`src/rtl/mem_port_arb.sv`:
```
// rtl/mem_port_arb.sv - data-RAM port arbiter: p0 priority with p1 anti-starvation,
// read-return routing to the issuing port, and the LL/SC reservation bit.
module mem_port_arb #(
  parameter int ADDR_W   = 32,
  parameter int DATA_W   = 32,
  parameter int MAX_WAIT = 4
) (
  input  logic                clk,
  input  logic                rst,
  input  logic                p0_req,
  input  logic                p0_we,
  input  logic                p0_ll,
  input  logic                p0_sc,
  input  logic [ADDR_W-1:0]   p0_addr,
  input  logic [DATA_W/8-1:0] p0_sel,
  input  logic [DATA_W-1:0]   p0_wdata,
  output logic                p0_gnt,
  output logic                p0_rvalid,
  output logic [DATA_W-1:0]   p0_rdata,
  input  logic                p1_req,
  input  logic                p1_we,
  input  logic [ADDR_W-1:0]   p1_addr,
  input  logic [DATA_W/8-1:0] p1_sel,
  input  logic [DATA_W-1:0]   p1_wdata,
  output logic                p1_gnt,
  output logic                p1_rvalid,
  output logic [DATA_W-1:0]   p1_rdata,
  input  logic                ll_clr_i,
  output logic                llbit_o,
  output logic                mem_ce_o,
  output logic                mem_we_o,
  output logic [ADDR_W-1:0]   mem_addr_o,
  output logic [DATA_W/8-1:0] mem_sel_o,
  output logic [DATA_W-1:0]   mem_data_o,
  input  logic [DATA_W-1:0]   mem_data_i
);

  localparam int                WA_W       = ADDR_W - 2;
  localparam logic [3:0]        MAX_WAIT_C = 4'(MAX_WAIT);
  localparam logic [ADDR_W-1:0] WORD_MASK  = ~ADDR_W'(3);

  typedef enum logic [1:0] {
    OWN_NONE = 2'd0,
    OWN_P0   = 2'd1,
    OWN_P1   = 2'd2
  } owner_e;

  owner_e          rd_owner_q, rd_owner_d;
  logic [3:0]      wait_cnt_q, wait_cnt_d;
  logic            llbit_q, llbit_d;
  logic [WA_W-1:0] ll_addr_q, ll_addr_d;

  logic p0_win, p1_win;
  logic p0_wr;
  logic sc_fail;
  logic p1_hits_resv;

  // An SC is always a write on the RAM side, even if the core left p0_we low.
  assign p0_wr        = p0_we | p0_sc;
  assign sc_fail      = p0_win & p0_sc & ~llbit_q;
  assign p1_hits_resv = (p1_addr[ADDR_W-1:2] == ll_addr_q);

  always_comb begin
    p0_win = 1'b0;
    p1_win = 1'b0;
    if (!rst) begin
      p1_win = p1_req && ((wait_cnt_q == MAX_WAIT_C) || !p0_req);
      p0_win = p0_req && !p1_win;
    end
  end

  assign p0_gnt  = p0_win;
  assign p1_gnt  = p1_win;
  assign llbit_o = llbit_q;

  always_comb begin
    mem_ce_o   = 1'b0;
    mem_we_o   = 1'b0;
    mem_addr_o = '0;
    mem_sel_o  = '0;
    mem_data_o = '0;
    if (p0_win) begin
      mem_ce_o   = ~sc_fail;
      mem_we_o   = p0_wr & ~sc_fail;
      mem_addr_o = p0_addr & WORD_MASK;
      mem_sel_o  = p0_sel;
      mem_data_o = p0_wdata;
    end else if (p1_win) begin
      mem_ce_o   = 1'b1;
      mem_we_o   = p1_we;
      mem_addr_o = p1_addr & WORD_MASK;
      mem_sel_o  = p1_sel;
      mem_data_o = p1_wdata;
    end
  end

  // Read data is steered by the owner tag registered at the grant edge.
  always_comb begin
    p0_rvalid = 1'b0;
    p1_rvalid = 1'b0;
    p0_rdata  = '0;
    p1_rdata  = '0;
    if (!rst) begin
      if (rd_owner_q == OWN_P0) begin
        p0_rvalid = 1'b1;
        p0_rdata  = mem_data_i;
      end else if (rd_owner_q == OWN_P1) begin
        p1_rvalid = 1'b1;
        p1_rdata  = mem_data_i;
      end
    end
  end

  always_comb begin
    wait_cnt_d = wait_cnt_q;
    if (!p1_req || p1_win) begin
      wait_cnt_d = 4'd0;
    end else if (wait_cnt_q < MAX_WAIT_C) begin
      wait_cnt_d = wait_cnt_q + 4'd1;
    end
  end

  always_comb begin
    rd_owner_d = OWN_NONE;
    if (p0_win && !p0_wr) begin
      rd_owner_d = OWN_P0;
    end else if (p1_win && !p1_we) begin
      rd_owner_d = OWN_P1;
    end
  end

  // Clears are applied first so that a granted LL in the same cycle overrides them.
  always_comb begin
    llbit_d   = llbit_q;
    ll_addr_d = ll_addr_q;
    if (ll_clr_i) begin
      llbit_d = 1'b0;
    end
    if (p0_win && p0_sc) begin
      llbit_d = 1'b0;
    end
    if (p1_win && p1_we && p1_hits_resv) begin
      llbit_d = 1'b0;
    end
    if (p0_win && p0_ll) begin
      llbit_d   = 1'b1;
      ll_addr_d = p0_addr[ADDR_W-1:2];
    end
  end

  always_ff @(posedge clk) begin
    if (rst) begin
      wait_cnt_q <= 4'd0;
      rd_owner_q <= OWN_NONE;
      llbit_q    <= 1'b0;
      ll_addr_q  <= '0;
    end else begin
      wait_cnt_q <= wait_cnt_d;
      rd_owner_q <= rd_owner_d;
      llbit_q    <= llbit_d;
      ll_addr_q  <= ll_addr_d;
    end
  end

endmodule

```
`config.mk`:
```
export PLATFORM = sky130hd
export DESIGN_NAME = mem_port_arb
export DESIGN_NICKNAME = d
export VERILOG_FILES = /design/src/rtl/mem_port_arb.sv
export SDC_FILE = /design/constraint.sdc
export NUM_CORES = 1
export LEC_CHECK = 0
export CAP_MARGIN = 20
export CORE_AREA = 5 5 119 121
export DETAILED_ROUTE_END_ITERATION = 8
export DIE_AREA = 0 0 124 126
export GPL_TIMING_DRIVEN = 1
export PLACE_DENSITY = 0.67
export SETUP_SLACK_MARGIN = 0.4
export SLEW_MARGIN = 25
export SYNTH_ARGS = -nofsm -noshare
export SYNTH_HDL_FRONTEND = slang
export SYNTH_SLANG_ARGS = --single-unit
```
`constraint.sdc`:
```
create_clock -name clk -period 1.8 [get_ports clk]
set_input_delay 0.36 -clock clk [delete_from_list [all_inputs] [get_ports clk]]
set_output_delay 0.36 -clock clk [all_outputs]
set_load 0.005 [all_outputs]
```
==> impl_results.md <==
* Crit path time final at 2.33 ns
* Failing checks: setup timing
* Fin cells at about 990
* Pleak at 3.76 nW
* Worst R2R Path Depth at 17
* Pwr Total at 3.33 mW
* I/O Pins at 316
* Dominant cells by area after synthesis: dfxtp_1 (25%), a22o_1 (20%), and2_1 (14%)
* CP required at 1.44 ns
* Pins Over Slew Limit at 0
* Most frequent cells in the layout: clkdlybuf4s50_1 (169), buf_6 (114), a22o_1 (67), buf_4 (67), and2_4 (65)
* Top-area cell type share of the netlist area at between 20% and 30%
* VDD IR-drop max at between 0.3 and 0.4 mV
* Hold Path Depth at 2
* Clk_skew at just over 0.004 ns
* Number of max-cap violations at 0
* Initial core utilization at 22.5%
* Cell Chain, Critical Path: inv_2, ha_4, nand4b_1, and2_4, buf_6, buf_6, buf_6, buf_6, a22o_1, buf_2
* Fin crit share at 130%
* Initial antenna violation count at 0
* Antenna-violating nets left at 0
* FP Rows at 42
* Gr usage total at roughly 22%
* Path category of the worst min-delay check: reg -> reg
* Most common cell on crit path: buf_6
* Share of cells above drive strength 1 at 53.8%
* Worst skew pair latency at 0.28 ns
* Run status: finished, violations left
* Htree depth at 2
* Largest buffer count on any clock path at 2
* Slowest cell on crit path: dfxtp_2
* Area grow syn2layout at 192%
* Fillers at 1026
* CP max stage delay at 0.32 ns
* Yosys warns at 0
* First-pass GRT wire length at 26.6 mm
* Clock transition at the registers of the reported paths at roughly 0.060 ns
* Num CTS Buffers at 5
* Vias per cell at 4.74
* Arrival time worst endpoint at between 1.5 and 2 ns
* Clk sinks at 37
* Sequential-to-total area share from yosys stat at 25.3%
* Setup-failing EPs final at 157
* Most common cell after layout, fill and taps aside: clkdlybuf4s50_1
* Placed cells at 889
* HPWL Detailed at 13.1 mm
* Die Height at 126 um
* Gpl congestion at 0.920
* Setup CP Type: reg -> out
* DRT Pass-1 Iters at 4
* DRC at 0
* Synth Instances at 368
* WL/cell at 20.9 um
* Final wirelength at 20.6 mm
* Final worst setup slack at -0.532 ns
* Core footprint at 13000 um2
* Die area at between 15000 and 20000 um2
* Vias after detailed routing at 4670
* Ant diodes at 0
* Synth area leader: dfxtp_1
* Grt total ovfl at 0
* Die X at between 100 and 150 um
* CTS tree: built
* Synth cell types at 32
* Register bit total from synthesis at 37
* Root Driver: clkbuf_16
* Largest net degree at the start of global routing at 32
* DRT iter0 DRCs at between 150 and 200
* Area of the mapped netlist at 2920 um2
* Power Dens Cells at 390 nW/um2
* Crit end category: output pin
* Hold Vio Cnt, Final at 0
* RSZ-0062 raised after global routing: true
* Crit-path max FO at 6
* Fmax at roughly 430 MHz
* Avg Inst Size Synth at 7.94 um2
* Number of global-route vias before repair at 4688
* Final net count at 987
* PortBufs at 309
* CP Launch Type: flip-flop
-- critical path: cells and delay by family, from the launching register on --
kind	cells	cell delay (ns)
flops	1	0.32
simple gates	2	0.40
fa+ha+maj	1	0.13
compound gates	1	0.22
buf+inv	6	0.62
-- sequential cells by signal (all words and copies together) (netlist names) --
name,flops
llbit_o,1
wait_cnt_q,4
ll_addr_q,30
rd_owner_q,2
-- timing repair --
item | 4_1_cts | 5_1_grt
hold endpoints to repair | 0 | 0
endpoints found under the setup margin | 169 | 168
gates resized for setup | 556 | 247
setup buffers | 42 | 23
cloned | 14 | 9
pin swaps | 30 | 97
hold buffers | 0 | 0
-- power by group --
| part | internal (mW) | switching, mW |
|---|---|---|
| clock network | 0.791 | 0.332 |
| logic | 0.855 | 0.475 |
| registers | 0.846 | 0.0269 |
-- path summary, 6_finish.rpt --
kind / start / to / slack (ns)
min reg2reg: ll_addr_q[4]$_SDFFE_PP0P_ / ll_addr_q[4]$_SDFFE_PP0P_ / 0.47
max: wait_cnt_q[0]$_SDFFE_PP0N_ / mem_data_o[28] / -0.53
min: ll_addr_q[4]$_SDFFE_PP0P_ / ll_addr_q[4]$_SDFFE_PP0P_ / 0.47
max reg2reg: wait_cnt_q[0]$_SDFFE_PP0N_ / ll_addr_q[25]$_SDFFE_PP0P_ / -0.50
-- layer usage --
layer	GRT usage, %	vias up	part of all wire (%)	wire (um)
met5	0	-	0	0
met4	4.96	0	2.6	528
met3	4.39	28	7.0	1440
met2	41.1	210	53	10900
met1	25.5	2226	38	7720
li1	-	2206	-	-
-- logic make-up (layout without fill, tap and decap cells) --
group / count (synthesis) / count (layout) / share of synthesized area [%]
AOI/OAI and AO/OA: 104 / 104 / 26.9
xor gates and xnor gates: 31 / 31 / 9.29
adders and majority gates: 2 / 2 / 0.856
buffers and inverters: 39 / 479 / 8.09
DFF: 37 / 37 / 25.3
muxes: 1 / 1 / 0.385
other: 1 / 2 / 0.128
and+or+nand+nor: 153 / 153 / 29.0
-- synth_stat cells, drive strengths merged --
| cell | count |
|---|---|
| conb | 1 |
| buf | 23 |
| ha | 2 |
| nand3 | 34 |
| nor2b | 2 |
| a21oi | 33 |
| xnor2 | 31 |
| clkbuf | 13 |
| mux2 | 1 |
| o21ai | 1 |
| a22o | 67 |
| a32oi | 1 |
| nand2b | 2 |
| nand4 | 7 |
| a41oi | 1 |
| inv | 3 |
| dfxtp | 37 |
| a21o | 1 |
| nor2 | 5 |
| nor4 | 2 |
| nor3b | 3 |
| and2 | 65 |
| nand4b | 1 |
| nand2 | 32 |
-- stage by stage --
step / utilization, % / hold WS, ns / setup TNS (ns) / cell area, um2 / setup WS [ns]
2_1_floorplan: - / 0.432 / 0 / 3030 / 0.166
3_3_place_gp: 51.4 / 0.454 / -62.03 / 6680 / -0.679
3_5_place_dp: 51.4 / 0.459 / -65.02 / 6680 / -0.734
4_1_cts: 58.3 / 0.467 / -46.83 / 7570 / -0.628
5_1_grt: 65.7 / 0.485 / -60.75 / 8530 / -0.613
6_report: 65.7 / 0.465 / -49.27 / 8530 / -0.532
-- cell type report --
| cell class | count | area (um2) | area share [%] |
|---|---|---|---|
| repair buffers | 468 | 4900 | 57.5 |
| multi-input cells | 293 | 2460 | 28.8 |
| flip-flops and latches | 37 | 747 | 8.76 |
| well taps | 176 | 220 | 2.58 |
| clock buffers | 5 | 125 | 1.47 |
| clock inverters | 3 | 65.1 | 0.763 |
| inverters | 3 | 11.3 | 0.132 |
Note: power is estimated with default switching activity, not from simulation.
